### src/rtl/mc_controller_pkg.sv
// rtl/mc_controller_pkg.sv - state/class encodings and datapath select codes for the multi-cycle controller
package mc_controller_pkg;

    typedef enum logic [3:0] {
        STATE_IDLE   = 4'd0,
        STATE_FETCH  = 4'd1,
        STATE_DECODE = 4'd2,
        STATE_EXEC   = 4'd3,
        STATE_MEMADR = 4'd4,
        STATE_MEMRD  = 4'd5,
        STATE_MEMWR  = 4'd6,
        STATE_WB_ALU = 4'd7,
        STATE_WB_MEM = 4'd8,
        STATE_BRANCH = 4'd9,
        STATE_JUMP   = 4'd10
    } state_t;

    typedef enum logic [3:0] {
        CLASS_ADDU, CLASS_SUBU, CLASS_SLT, CLASS_JR, CLASS_ORI, CLASS_LW, CLASS_SW,
        CLASS_BEQ, CLASS_LUI, CLASS_J, CLASS_ADDI, CLASS_ADDIU, CLASS_JAL, CLASS_ILLEGAL
    } class_t;

    localparam logic [5:0] OP_RTYPE = 6'h00, OP_J = 6'h02, OP_JAL = 6'h03, OP_BEQ = 6'h04;
    localparam logic [5:0] OP_ADDI = 6'h08, OP_ADDIU = 6'h09, OP_ORI = 6'h0D, OP_LUI = 6'h0F;
    localparam logic [5:0] OP_LW = 6'h23, OP_SW = 6'h2B;
    localparam logic [5:0] FN_JR = 6'h08, FN_ADDU = 6'h21, FN_SUBU = 6'h23, FN_SLT = 6'h2A;

    localparam logic [1:0] REGDST_RT = 2'd0, REGDST_RD = 2'd1, REGDST_RET = 2'd2;
    localparam logic [1:0] MEM2REG_ALU = 2'd0, MEM2REG_RAM = 2'd1, MEM2REG_RET = 2'd2;
    localparam logic [1:0] NPC_SEL_PC_ADD_4 = 2'd0, NPC_SEL_BEQ_JMP = 2'd1;
    localparam logic [1:0] NPC_SEL_J_JMP = 2'd2, NPC_SEL_REG_JMP = 2'd3;
    localparam logic [1:0] EXT_OP_ZERO = 2'd0, EXT_OP_SIGN = 2'd1, EXT_OP_HIGH = 2'd2;
    localparam logic       ALU_SRC_B = 1'b0, ALU_SRC_EXT = 1'b1;
    localparam logic [2:0] ALU_OP_ADD = 3'd0, ALU_OP_SUB = 3'd1, ALU_OP_OR = 3'd2, ALU_OP_SLT = 3'd3;

    typedef struct packed {
        logic [1:0] regdst;
        logic       alusrc;
        logic [1:0] extop;
        logic [2:0] aluop;
    } alu_ctrl_t;

    // Datapath selects shared by EXEC and WB_ALU for the ALU-class instructions.
    function automatic alu_ctrl_t alu_ctrl(input class_t c);
        alu_ctrl_t a;
        a = '{regdst: REGDST_RT, alusrc: ALU_SRC_B, extop: EXT_OP_ZERO, aluop: ALU_OP_ADD};
        case (c)
            CLASS_ADDU:  a.regdst = REGDST_RD;
            CLASS_SUBU:  begin a.regdst = REGDST_RD; a.aluop = ALU_OP_SUB; end
            CLASS_SLT:   begin a.regdst = REGDST_RD; a.aluop = ALU_OP_SLT; end
            CLASS_ORI:   begin a.alusrc = ALU_SRC_EXT; a.aluop = ALU_OP_OR; end
            CLASS_LUI:   begin a.alusrc = ALU_SRC_EXT; a.extop = EXT_OP_HIGH; end
            CLASS_ADDI, CLASS_ADDIU: begin a.alusrc = ALU_SRC_EXT; a.extop = EXT_OP_SIGN; end
            default:     a = a;
        endcase
        return a;
    endfunction

endpackage

### src/rtl/mc_controller_decoder.sv
// rtl/mc_controller_decoder.sv - combinational opcode/funct to instruction class decode
module instr_decoder
    import mc_controller_pkg::*;
(
    input  logic [5:0] opcode,
    input  logic [5:0] funct,
    output class_t     cls
);

    always_comb begin
        cls = CLASS_ILLEGAL;
        case (opcode)
            OP_RTYPE: begin
                case (funct)
                    FN_ADDU: cls = CLASS_ADDU;
                    FN_SUBU: cls = CLASS_SUBU;
                    FN_SLT:  cls = CLASS_SLT;
                    FN_JR:   cls = CLASS_JR;
                    default: cls = CLASS_ILLEGAL;
                endcase
            end
            OP_ORI:   cls = CLASS_ORI;
            OP_LW:    cls = CLASS_LW;
            OP_SW:    cls = CLASS_SW;
            OP_BEQ:   cls = CLASS_BEQ;
            OP_LUI:   cls = CLASS_LUI;
            OP_J:     cls = CLASS_J;
            OP_ADDI:  cls = CLASS_ADDI;
            OP_ADDIU: cls = CLASS_ADDIU;
            OP_JAL:   cls = CLASS_JAL;
            default:  cls = CLASS_ILLEGAL;
        endcase
    end

endmodule

### src/rtl/mc_controller.sv
// rtl/mc_controller.sv - multi-cycle MIPS control unit: state register, class register, output decode
module mc_controller
    import mc_controller_pkg::*;
(
    input  logic       clk,
    input  logic       rst,
    input  logic [5:0] opcode,
    input  logic [5:0] funct,
    input  logic       zero,
    input  logic       mem_ready,
    output logic       PCWr,
    output logic       IRWr,
    output logic       RegWr,
    output logic       MemWr,
    output logic       ALUSrc,
    output logic       SetFlag,
    output logic [1:0] RegDst,
    output logic [1:0] Mem2Reg,
    output logic [1:0] NPCSel,
    output logic [1:0] EXTOp,
    output logic [2:0] ALUOp,
    output logic       retire,
    output logic       illegal,
    output logic [3:0] state
);

    state_t    cur_state, nxt_state;
    class_t    dec_cls, cls_q;
    alu_ctrl_t ac;

    instr_decoder u_dec (
        .opcode (opcode),
        .funct  (funct),
        .cls    (dec_cls)
    );

    always_ff @(posedge clk or posedge rst) begin
        if (rst) begin
            cur_state <= STATE_IDLE;
            cls_q     <= CLASS_ILLEGAL;
        end else begin
            cur_state <= nxt_state;
            if (cur_state == STATE_DECODE)
                cls_q <= dec_cls;
        end
    end

    always_comb begin
        nxt_state = cur_state;
        PCWr = 1'b0; IRWr = 1'b0; RegWr = 1'b0; MemWr = 1'b0;
        ALUSrc = ALU_SRC_B; SetFlag = 1'b0; illegal = 1'b0;
        RegDst = REGDST_RT; Mem2Reg = MEM2REG_ALU; NPCSel = NPC_SEL_PC_ADD_4;
        EXTOp = EXT_OP_ZERO; ALUOp = ALU_OP_ADD;
        ac = alu_ctrl(cls_q);
        case (cur_state)
            STATE_IDLE:  nxt_state = STATE_FETCH;
            STATE_FETCH: begin
                IRWr      = 1'b1;
                nxt_state = STATE_DECODE;
            end
            // Routing uses the live decode; the class register loads on this same edge.
            STATE_DECODE: begin
                case (dec_cls)
                    CLASS_LW, CLASS_SW:  nxt_state = STATE_MEMADR;
                    CLASS_BEQ:           nxt_state = STATE_BRANCH;
                    CLASS_J, CLASS_JAL, CLASS_JR: nxt_state = STATE_JUMP;
                    CLASS_ILLEGAL: begin
                        PCWr      = 1'b1;
                        illegal   = 1'b1;
                        nxt_state = STATE_FETCH;
                    end
                    default:             nxt_state = STATE_EXEC;
                endcase
            end
            STATE_EXEC, STATE_WB_ALU: begin
                RegDst = ac.regdst; ALUSrc = ac.alusrc; EXTOp = ac.extop; ALUOp = ac.aluop;
                if (cur_state == STATE_EXEC) begin
                    nxt_state = STATE_WB_ALU;
                end else begin
                    RegWr     = 1'b1;
                    PCWr      = 1'b1;
                    SetFlag   = (cls_q == CLASS_ADDI);
                    nxt_state = STATE_FETCH;
                end
            end
            STATE_MEMADR, STATE_MEMRD, STATE_MEMWR: begin
                ALUSrc = ALU_SRC_EXT; EXTOp = EXT_OP_SIGN; ALUOp = ALU_OP_ADD;
                if (cur_state == STATE_MEMADR) begin
                    nxt_state = (cls_q == CLASS_LW) ? STATE_MEMRD : STATE_MEMWR;
                end else if (cur_state == STATE_MEMRD) begin
                    if (mem_ready) nxt_state = STATE_WB_MEM;
                end else begin
                    MemWr = 1'b1;
                    if (mem_ready) begin
                        PCWr      = 1'b1;
                        nxt_state = STATE_FETCH;
                    end
                end
            end
            STATE_WB_MEM: begin
                RegDst = REGDST_RT; Mem2Reg = MEM2REG_RAM;
                RegWr = 1'b1; PCWr = 1'b1;
                nxt_state = STATE_FETCH;
            end
            STATE_BRANCH: begin
                ALUSrc = ALU_SRC_B; ALUOp = ALU_OP_SUB; PCWr = 1'b1;
                NPCSel = zero ? NPC_SEL_BEQ_JMP : NPC_SEL_PC_ADD_4;
                nxt_state = STATE_FETCH;
            end
            STATE_JUMP: begin
                PCWr   = 1'b1;
                NPCSel = (cls_q == CLASS_JR) ? NPC_SEL_REG_JMP : NPC_SEL_J_JMP;
                if (cls_q == CLASS_JAL) begin
                    RegDst = REGDST_RET; Mem2Reg = MEM2REG_RET; RegWr = 1'b1;
                end
                nxt_state = STATE_FETCH;
            end
            default: nxt_state = STATE_IDLE;
        endcase
    end

    assign retire = PCWr && (cur_state != STATE_DECODE);
    assign state  = cur_state;

endmodule

### config.mk
export PLATFORM = sky130hd
export DESIGN_NAME = mc_controller
export DESIGN_NICKNAME = d
export VERILOG_FILES = /design/src/rtl/mc_controller_pkg.sv /design/src/rtl/mc_controller_decoder.sv /design/src/rtl/mc_controller.sv
export SDC_FILE = /design/constraint.sdc
export NUM_CORES = 1
export LEC_CHECK = 0
export ABC_CLOCK_PERIOD_IN_PS = 4600
export BUFFER_PORTS_ARGS = -buffer_cell sky130_fd_sc_hd__buf_2
export CAP_MARGIN = 30
export CORE_UTILIZATION = 50
export DETAILED_ROUTE_END_ITERATION = 8
export PLACE_DENSITY = 0.88
export SLEW_MARGIN = 40
export SYNTH_ARGS = -nofsm -noshare
export SYNTH_HDL_FRONTEND = slang
export SYNTH_SLANG_ARGS = --single-unit
### constraint.sdc
create_clock -name clk -period 4.6 [get_ports clk]
set_input_delay 0.23 -clock clk [delete_from_list [all_inputs] [get_ports clk]]
set_output_delay 0.23 -clock clk [all_outputs]
set_load 0.01 [all_outputs]
==> results by group, run 1 <==
Yosys
  • Post-Synthesis Cells: 173
  • Async SR Flop Fraction: 100%
  • Syn_nets: 189
  • Post-Syn Area: 1200 um^2
  • Ys flop type: dfrtp_1
  • Yosys Warn Count: 0
  • Sequential fraction of the synthesis area: 16.9%
  • EDFF count, synth: 0
  • Seq cells post-synth: 8
  • Post-synth cell types: 55
  • Syn Area/Cell: 6.96 um^2

Detailed routing
  • Met2 Wirelength: 1.39 mm
  • Wirelength, routed: 2.81 mm
  • WL per Instance: 12.5 um
  • Antenna Violating Nets Remaining: 0
  • # DRC: 0
  • Met3 WL: 162 um
  • Vias per cell: 5.99
  • Pre-Repair DR Iteration Count: 4
  • Vias: 1342
  • Uppermost routed layer: met4
  • WL met1: 1.24 mm
  • Number of DRC markers in iteration 0: 48

Placed design
  • RePlAce Congestion: 0.866
  • Post-DP HPWL: 2.12 mm
  • IO Port Bufs: 37

Worst setup path
  • Worst-path fanout max: 19
  • CP Cell Sequence: nor2b_1 -> and2_1 -> and3_1 -> buf_2
  • Req. time, crit path: 4.37 ns
  • Critical path's largest stage delay: 0.67 ns
  • Startpoint types: flop
  • Cell family with most CP delay: simple AND/OR/NAND/NOR gates
  • CP max-delay cell: dfrtp_1
  • Critical Path Sink Type: output port
  • Crit path DAT: 1.88 ns
  • WS Path Type: flop to output port
  • Worst Path Buf+Inv: 1

Final layout
  • Diode count: 0
  • Nets: 213
  • Fillers: 227
  • Share of cells above drive strength 1: 26.5%
  • P&R area growth vs syn: 12.7%

Clock network
  • Cts bufs inserted: 3
  • CTS tree: built
  • Clock tree buffer depth: 2
  • Clock net sink count: 8
  • Clock transition at path regs: 0.06 ns
  • Later-pin clock latency in the skew report: 0.26 ns
  • Root buffer cell: clkbuf_4
  • Resize count post-CTS: 0
  • Setup Buffers After CTS: 0
  • CTS H-tree depth: 1

GRT
  • Gr ovfl total: 0
  • GR Util All Layers: 22.7%
  • Largest net degree at the start of global routing: 21
  • Global-route wire length before repair: 4.67 mm
  • Vias in the first global route: 1121
  • Initial antenna violation count: 0

Power and ir drop
  • Max VDD drop: 0.000204 V
  • Cell internal pwr: 0.303 mW
  • Pwr Total: 0.598 mW
  • NetSw: 0.295 mW
  • Power per cell area: 441 nW/um^2
  • Lkg Pwr: 0.633 nW
  • Sequential share of power: 33.4%
  • Comb pwr share: 57.0%
  • Switching part of the total power: 49.4%
  • Clock share of power: 9.6%

Timing
  • Final Setup Violations: 0
  • Max frequency: 475 MHz
  • Clock Skews: 0.00895 ns
  • Setup TNS: 0 ns
  • Hold Fails Final Rpt: 0
  • Min Hold Slack: 0.356 ns
  • Period utilization: 45.8%
  • Slew @ Worst Pin: 0.521 ns
  • Max-slew violations: 0
  • Minimum clock period: 2.11 ns
  • RSZ-0062 raised after global routing: no
  • Max_slew headroom: 65.3%

Floorplan
  • Die X: 51.1 um
  • Die Height: 51.1 um
  • Initial Utilization: 53.9%
  • Num rows: 17
  • Core area: 2230 um^2
  • Area of the die: 2610 um^2
  • IO Count: 39

Outcome
  • Status: complete, no violations

Run
  • Max Cap Violations: 0

Hold path
  • Hold Crit Class: primary input to flop
-- power groups by stage --
stage	Sequential [mW]	Clock, mW	Combinational (mW)
after floorplan	0.126	0	0.328
after global placement	0.199	0	0.333
after detailed placement	0.200	0	0.338
after CTS	0.198	0.0594	0.340
after global routing	0.210	0.0623	0.385
final	0.200	0.0575	0.341
-- logic make-up after synthesis --
logic type | after synthesis | share of synthesized area [%]
and+or+nand+nor | 90 | 41.1
xor gates and xnor gates | 6 | 4.36
buffers and inverters | 25 | 10.5
AOI/OAI and AO/OA | 41 | 24.9
other | 1 | 0.311
DFF | 8 | 16.9
muxes | 2 | 1.87
-- flip-flops by register name, indices dropped and copies added, names as in the netlist --
register,flops
cls_q,4
state,4
-- worst register-to-register path: cells and delay by family, from the launching register on --
family           cells  cell delay, ns
DFF                  1            0.67
and+or+nand+nor      2            0.62
muxes                1            0.38
-- worst paths after layout --
path | depth (start not counted) | from | end | slack, ns
max | 4 | state[1] | illegal | 2.49
min | 4 | mem_ready | state[2] | 0.36
max reg2reg | 3 | state[1] | cls_q[1] | 2.82
min reg2reg | 2 | cls_q[3] | cls_q[3] | 0.56
max in group asynchronous | 3 | rst | cls_q[2] | 3.83
min in group asynchronous | 3 | rst | state[3] | 0.48
-- through the flow --
step	cells	utilization, %	worst slack, ns	instance area (um^2)
3_3_place_gp	219	59.2	2.59	1320
5_1_grt	224	60.8	2.34	1360
2_1_floorplan	173	-	2.79	1200
6_report	224	60.8	2.49	1360
4_1_cts	224	60.8	2.51	1360
3_5_place_dp	219	59.2	2.54	1320
-- area by class of cell --
type                       count  area [um^2]  share of cell area [%]
multi-input combinational    140          875                    64.4
sequential                     8          204                    15.0
timing repair buffer          38          195                    14.4
tap                           28         35.0                    2.58
clock buffer                   4         26.3                    1.94
inverter                       6         22.5                    1.66
-- cell usage in the layout (no fill, tap or decap), types with 3 or more instances in the layout --
cell,n
inv_1,6
dfstp_2,3
nand2_1,19
nor2_1,23
nand3_1,8
xnor2_1,4
a21oi_1,8
o21ai_0,6
dfrtp_1,5
nand4_1,3
nand2b_1,5
nor3b_1,3
and3_1,3
nor2b_1,4
clkbuf_4,3
nor3_1,8
buf_2,37
-- synthesized netlist by cell type, types with 2 or more instances --
| master | instances | area share (%) |
|---|---|---|
| nor2_1 | 23 | 7.2 |
| nand2_1 | 19 | 5.9 |
| clkbuf_1 | 11 | 3.4 |
| a21oi_1 | 8 | 3.3 |
| nand3_1 | 8 | 3.3 |
| nor3_1 | 8 | 3.3 |
| inv_1 | 6 | 1.9 |
| o21ai_0 | 6 | 2.5 |
| dfrtp_1 | 5 | 10 |
| nand2b_1 | 5 | 2.6 |
| nor2b_1 | 4 | 2.1 |
| xnor2_1 | 4 | 2.9 |
| and3_1 | 3 | 1.6 |
| buf_6 | 3 | 2.8 |
| dfstp_2 | 3 | 6.5 |
| nand4_1 | 3 | 1.6 |
| nor3b_1 | 3 | 1.9 |
| a211o_1 | 2 | 1.5 |
| a22oi_1 | 2 | 1.2 |
| a41o_1 | 2 | 1.7 |
| and3b_1 | 2 | 1.5 |
| buf_2 | 2 | 0.83 |
| buf_4 | 2 | 1.2 |
| mux2_2 | 2 | 1.9 |
| nor4bb_1 | 2 | 1.7 |
| o2111ai_1 | 2 | 1.5 |
| o21a_1 | 2 | 1.2 |
| o221ai_1 | 2 | 1.5 |
| o22ai_1 | 2 | 1.0 |
| xor2_1 | 2 | 1.5 |
-- per-layer routing --
layer | up-vias | global-route usage (%)
li1 | 668 | -
met1 | 617 | 29.0
met2 | 55 | 39.9
met3 | 2 | 1.19
met4 | 0 | 7.87
met5 | - | 0
-- repair_timing --
item,in CTS,in global routing
hold endpoints to repair,5,0
endpoints found under the setup margin,0,0
hold buffers,1,0
Note: power is estimated with default switching activity, not from simulation.
==> inputs of run 2 (changes only) <==
--- a/config.mk
+++ b/config.mk
@@ -5,12 +5,12 @@
 export SDC_FILE = /design/constraint.sdc
 export NUM_CORES = 1
 export LEC_CHECK = 0
-export ABC_CLOCK_PERIOD_IN_PS = 4600
+export ABC_CLOCK_PERIOD_IN_PS = 1900
 export BUFFER_PORTS_ARGS = -buffer_cell sky130_fd_sc_hd__buf_2
 export CAP_MARGIN = 30
-export CORE_UTILIZATION = 50
+export CORE_UTILIZATION = 46
 export DETAILED_ROUTE_END_ITERATION = 8
-export PLACE_DENSITY = 0.88
+export PLACE_DENSITY = 0.85
 export SLEW_MARGIN = 40
 export SYNTH_ARGS = -nofsm -noshare
 export SYNTH_HDL_FRONTEND = slang
==> constraint.sdc (replaced) <==
create_clock -name clk -period 1.9 [get_ports clk]
set_input_delay 0.095 -clock clk [delete_from_list [all_inputs] [get_ports clk]]
set_output_delay 0.095 -clock clk [all_outputs]
set_load 0.01 [all_outputs]
==> run 2 against run 1 <==
  * First-iteration DRC count shrank 44%
  * Sequential cell count unchanged
  * Sequential share of layout area shrank 0.67 points
  * Clock skew down 0.0058 ns
  * Utilization is 3.1 points lower
==> results by group, run 2 (synthesis gave the netlist of run 1 again) <==
Outcome
  • Status: complete, no violations

Worst setup path
  • Critical Path Sink Type: output port
  • Req. time, crit path: 1.80 ns
  • Worst flop-to-flop path startpoint: state[1]
  • Critical Path Source: opcode[3]
  • Startpoint types: primary input
  • Worst R2R Setup Slack: 0.36 ns
  • Crit path DAT: 1.65 ns
  • Worst-path fanout max: 8
  • WS Path Type: primary input to output port
  • R2R cell count: 6
  • Reg-to-reg critical path endpoint: state[0]

Placed design
  • Placed inst area: 1390 um^2
  • Post-DP HPWL: 2.17 mm
  • IO Port Bufs: 37
  • RePlAce Congestion: 0.874
  • Dpl cells: 230
  • Worst slack at placement: 0.0365 ns

Detailed routing
  • Vias per cell: 5.56
  • Pre-Repair DR Iteration Count: 4
  • Vias: 1306
  • Wirelength, routed: 2.77 mm
  • Antenna Violating Nets Remaining: 0
  • Number of DRC markers in iteration 0: 27
  • # DRC: 0
  • Uppermost routed layer: met4
  • WL met1: 1.33 mm
  • Met2 Wirelength: 1.31 mm
  • WL per Instance: 11.8 um
  • Met3 WL: 97 um

Floorplan
  • Core area: 2480 um^2
  • Num rows: 18
  • Die X: 53.2 um
  • Area of the die: 2830 um^2
  • IO Count: 39
  • Initial Utilization: 48.6%
  • Die Height: 53.2 um

Hold path
  • Worst hold start: mem_ready
  • Hold Crit Class: primary input to flop
  • Worst hold stages: 4
  • WHS Endpoint: state[2]

Timing
  • Final Setup Violations: 0
  • Min Hold Slack: 0.207 ns
  • Slack of the critical path: 0.152 ns
  • Hold Fails Final Rpt: 0
  • Period utilization: 92.0%
  • Max frequency: 572 MHz
  • Clock Skews: 0.00311 ns
  • RSZ-0062 raised after global routing: no
  • Max-slew violations: 0
  • Minimum clock period: 1.75 ns
  • Setup TNS: 0 ns

GRT
  • Gr ovfl total: 0
  • Largest net degree at the start of global routing: 20
  • Initial antenna violation count: 0
  • GR Util All Layers: 22.9%
  • Vias in the first global route: 1083
  • Global-route wire length before repair: 4.86 mm

Power and ir drop
  • Pwr Total: 1.51 mW
  • Max VDD drop: 0.000738 V
  • Lkg Pwr: 0.678 nW
  • Power per cell area: 1050 nW/um^2

Final layout
  • Share of cells above drive strength 1: 30.7%
  • Fin area: 1430 um^2
  • Fin util: 57.7%
  • P&R area growth vs syn: 18.7%
  • Fin cells: 235
  • Nets: 222
  • Most frequent cells in the layout: buf_2 (37), nor2_1 (23), nand2_1 (19), buf_4 (9)
  • Diode count: 0
  • Commonest non-fill, non-tap cell in the layout: buf_2
  • Fillers: 253

Clock network
  • CTS H-tree depth: 1
  • CTS tree: built
  • Cts bufs inserted: 3
  • Clock tree buffer depth: 2
  • Clock net sink count: 8
  • Root buffer cell: clkbuf_4
  • Later-pin clock latency in the skew report: 0.25 ns
  • Setup Buffers After CTS: 0
  • Clock transition at path regs: 0.05 ns

Run
  • Max Cap Violations: 0
-- run 2: changes by cell type in the layout (fill, tap and decap cells not counted), sizes merged --
cell / before / now
buf: 37 / 46
-- run 2: timing repair --
action | in CTS | in global routing
endpoints found under the setup margin | 0 | 6
resized for setup | 0 | 3
hold buffers | 1 | 0
hold endpoints to repair | 5 | 0
-- run 2: critical path: stages --
cell and delay [ns]:
buf_2 0.19, buf_4 0.17, nand2_1 0.05, o2111ai_1 0.28, a21oi_1 0.13, a21boi_1 0.16
a221o_1 0.30, a21oi_1 0.13, buf_2 0.14
-- run 2: area by class of cell --
type,instances,area (um^2),share of cell area [%]
multi-input combinational,140,876,61.2
timing repair buffer,47,263,18.4
sequential,8,205,14.3
tap,30,37.5,2.62
clock buffer,4,26.3,1.84
inverter,6,22.5,1.57
-- run 2: how the worst max path moves through the flow --
stage	slack [ns]	endpoint	depth (start not counted)
2_1_floorplan	0.21	cls_q[1]	5
3_3_place_gp	0.08	state[0]	7
3_5_place_dp	0.04	state[0]	7
4_1_cts	0.13	PCWr	9
5_1_grt	0.02	ALUOp[0]	5
6_report	0.15	PCWr	9
-- run 2: per-layer routing --
metal | up-vias | GRT usage, %
met5 | - | 0
met4 | 0 | 7.46
met3 | 4 | 3.45
met2 | 24 | 35.0
met1 | 589 | 32.4
li1 | 689 | -
-- run 2: report_power, final --
group | leakage, nW | internal [mW] | switching, mW
combinational | 0.569 | 0.439 | 0.520
clock | 0.0150 | 0.0803 | 0.0572
sequential | 0.0942 | 0.267 | 0.144
total | 0.678 | 0.786 | 0.721
==> inputs of run 3 (changes only) <==
--- a/config.mk
+++ b/config.mk
@@ -5,13 +5,16 @@
 export SDC_FILE = /design/constraint.sdc
 export NUM_CORES = 1
 export LEC_CHECK = 0
+export ABC_AREA = 1
 export ABC_CLOCK_PERIOD_IN_PS = 1900
 export BUFFER_PORTS_ARGS = -buffer_cell sky130_fd_sc_hd__buf_2
 export CAP_MARGIN = 30
-export CORE_UTILIZATION = 46
+export CORE_ASPECT_RATIO = 1.75
+export CORE_UTILIZATION = 45
 export DETAILED_ROUTE_END_ITERATION = 8
 export PLACE_DENSITY = 0.85
 export SLEW_MARGIN = 40
 export SYNTH_ARGS = -nofsm -noshare
 export SYNTH_HDL_FRONTEND = slang
+export SYNTH_HIERARCHICAL = 1
 export SYNTH_SLANG_ARGS = --single-unit
==> run 3 against run 2 <==
  * Sequential share of layout area shrank 0.11 points
  * Cell count grew 18%
  * Worst hold slack gained 0.050 ns
  * Register-to-register slack gained 0.20 ns
  * Power grew 6.0%
  * Sequential cell count is the same
  * Final area grew 0.17%
  * Critical path depth grew 6
  * Global-route usage grew 0.91 points
  * Critical path type unchanged
==> results by group, run 3 <==
Yosys
  • Dominant cells by area after synthesis: nand2_1 (19%), inv_1 (12%), dfrtp_1 (11%)
  • Post-synthesis adder-cell area fraction: 0%
  • Post-synth cell types: 27
  • EDFF count, synth: 0
  • Yosys Warn Count: 6
  • Async SR Flop Fraction: 100%
  • Syn Area/Cell: 5.46 um^2
  • Largest family of logic cells by synthesized area: simple AND/OR/NAND/NOR gates
  • Seq cells post-synth: 8
  • Cell taking the most area after synthesis: nand2_1
  • Sequential fraction of the synthesis area: 17.9%
  • Area share of the largest cell type after synthesis: 19.1%
  • Most numerous cell in the Yosys netlist: nand2_1
  • Synth Area in Simple Gates: 57.8%
  • Synth Area in Compound Gates: 8.55%
  • Post-Synthesis Cells: 209
  • Syn_nets: 225
  • Post-Syn Area: 1140 um^2
  • Post-synthesis mux area share: 0%
  • Ys flop type: dfrtp_1
  • Post-synth top cells: nand2_1 (58), inv_1 (37), nor2_1 (33), nand3_1 (23)
  • Post-Synth XOR/XNOR Area: 0%

Timing
  • Period utilization: 91.7%
  • Minimum clock period: 1.74 ns
  • Hold Fails Final Rpt: 0
  • Final Setup Violations: 0
  • Setup TNS: 0 ns
  • Max-slew violations: 0
  • Clock Skews: 0.00279 ns
  • Max frequency: 574 MHz

Worst setup path
  • Critical path's largest stage delay: 0.16 ns
  • Most frequent CP cell: nand2_1
  • Crit path DAT: 1.65 ns
  • Req. time, crit path: 1.80 ns
  • WS Path Type: primary input to output port
  • Startpoint types: primary input
  • Worst-path fanout max: 5
  • CP max-delay cell: nor2_1
  • Critical Path Sink Type: output port
  • CP Cell Sequence: buf_2 -> nand2_1 -> inv_1 -> nand3_1 -> nand2_1 -> nor2_1 -> nand2_2 -> nand3_2 -> inv_1 -> nor2_2 -> nand2_1 -> nor2_4 -> nor2_1 -> a31oi_1 -> buf_2

Detailed routing
  • Wirelength, routed: 2.82 mm
  • Antenna Violating Nets Remaining: 0
  • Vias per cell: 5.10
  • Pre-Repair DR Iteration Count: 4
  • Uppermost routed layer: met4
  • Met2 Wirelength: 1.59 mm
  • WL met1: 966 um
  • Number of DRC markers in iteration 0: 23
  • Vias: 1412
  • # DRC: 0
  • Met3 WL: 111 um
  • WL per Instance: 10.2 um

Hold path
  • Hold Crit Class: primary input to flop

Run
  • Max Cap Violations: 0

Floorplan
  • IO Count: 39
  • Num rows: 23
  • Area of the die: 2750 um^2
  • Die Height: 68.6 um
  • Die X: 40.1 um
  • Core area: 2330 um^2
  • Initial Utilization: 49.0%

GRT
  • Global-route wire length before repair: 4.51 mm
  • GR Util All Layers: 23.8%
  • Gr ovfl total: 0
  • Largest net degree at the start of global routing: 12
  • Vias in the first global route: 1222
  • Initial antenna violation count: 0

Power and ir drop
  • Cell internal pwr: 0.778 mW
  • Clock share of power: 13.3%
  • Lkg Pwr: 0.877 nW
  • Comb pwr share: 61.8%
  • NetSw: 0.820 mW
  • Switching part of the total power: 51.3%
  • Power per cell area: 1120 nW/um^2
  • Max VDD drop: 0.000357 V
  • Sequential share of power: 24.9%

Final layout
  • Fin util: 61.5%
  • Share of cells above drive strength 1: 28.6%
  • Most frequent cells in the layout: nand2_1 (58), inv_1 (37), buf_2 (37), nor2_1 (32), nand3_1 (22)
  • Diode count: 0
  • Fillers: 232
  • Nets: 269
  • Commonest non-fill, non-tap cell in the layout: nand2_1
  • P&R area growth vs syn: 25.5%
  • FF/Latch Area: 204 um^2
  • Area occupied by multi-input gates: 773 um^2

Outcome
  • Status: complete, no violations

Clock network
  • Clock transition at path regs: 0.04 ns
  • Clock net sink count: 8
  • Root buffer cell: clkbuf_8
  • Later-pin clock latency in the skew report: 0.23 ns
  • CTS tree: built
  • Clock tree buffer depth: 2
  • Cts bufs inserted: 3
  • CTS H-tree depth: 1

Placed design
  • Post-DP HPWL: 2.38 mm
  • IO Port Bufs: 37
  • RePlAce Congestion: 0.834
run 3: critical path, delay by kind of cell:
family	cells	cell delay [ns]
buffers and inverters	4	0.39
and+or+nand+nor	10	1.04
AOI/OAI and AO/OA	1	0.12
run 3: logic make-up (layout without fill, tap and decap cells):
family,after synthesis,in the layout
simple gates,140,140
buf+inv,45,88
compound gates,15,15
flops,8,8
other cells,1,1
run 3: layout make-up:
class / count / area share, %
Sequential cell: 8 / 14.2
Tap cell: 25 / 2.18
Multi-Input combinational cell: 156 / 54.0
Clock buffer: 4 / 3.14
Inverter: 43 / 11.3
Timing Repair Buffer: 41 / 15.2
run 3: power groups by stage:
stage          Clock, mW  Sequential, mW  Combinational [mW]
6_report           0.212           0.399               0.988
5_1_grt            0.234           0.409                1.12
4_1_cts            0.216           0.394               0.988
3_5_place_dp           0           0.394               0.980
3_3_place_gp           0           0.393               0.972
2_1_floorplan          0           0.389               0.687
run 3: final timing paths:
check | endpoint | start | depth (start not counted) | slack [ns]
setup / recovery | retire | opcode[2] | 15 | 0.16
hold / removal | state[0] | mem_ready | 5 | 0.26
setup reg to reg | state[1] | state[0] | 6 | 0.56
hold reg to reg | cls_q[0] | cls_q[0] | 2 | 0.54
max in group asynchronous | cls_q[2] | rst | 3 | 1.29
min in group asynchronous | state[0] | rst | 3 | 0.34
run 3: layer usage:
layer	vias up	global-route usage [%]
met3	14	6.09
met4	0	19.0
met5	-	0
met2	41	44.4
met1	615	18.6
li1	742	-
run 3: through the flow:
stage | setup WS, ns | total power, mW | cells | instance area (um^2) | hold WS [ns]
floorplan | 0.425 | 1.08 | 209 | 1140 | -0.0915
global placement | 0.105 | 1.36 | 271 | 1360 | 0.0358
detailed placement | 0.0697 | 1.37 | 271 | 1360 | 0.0388
CTS | 0.0809 | 1.60 | 276 | 1410 | 0.254
global route | -0.0173 | 1.76 | 277 | 1430 | 0.287
finish | 0.158 | 1.60 | 277 | 1430 | 0.257
run 3: what timing repair did:
item	CTS	global route
endpoints found under the hold margin	5	0
resized for setup	0	3
buffers inserted	0	1
hold buffers	1	0
endpoints found under the setup margin	0	2
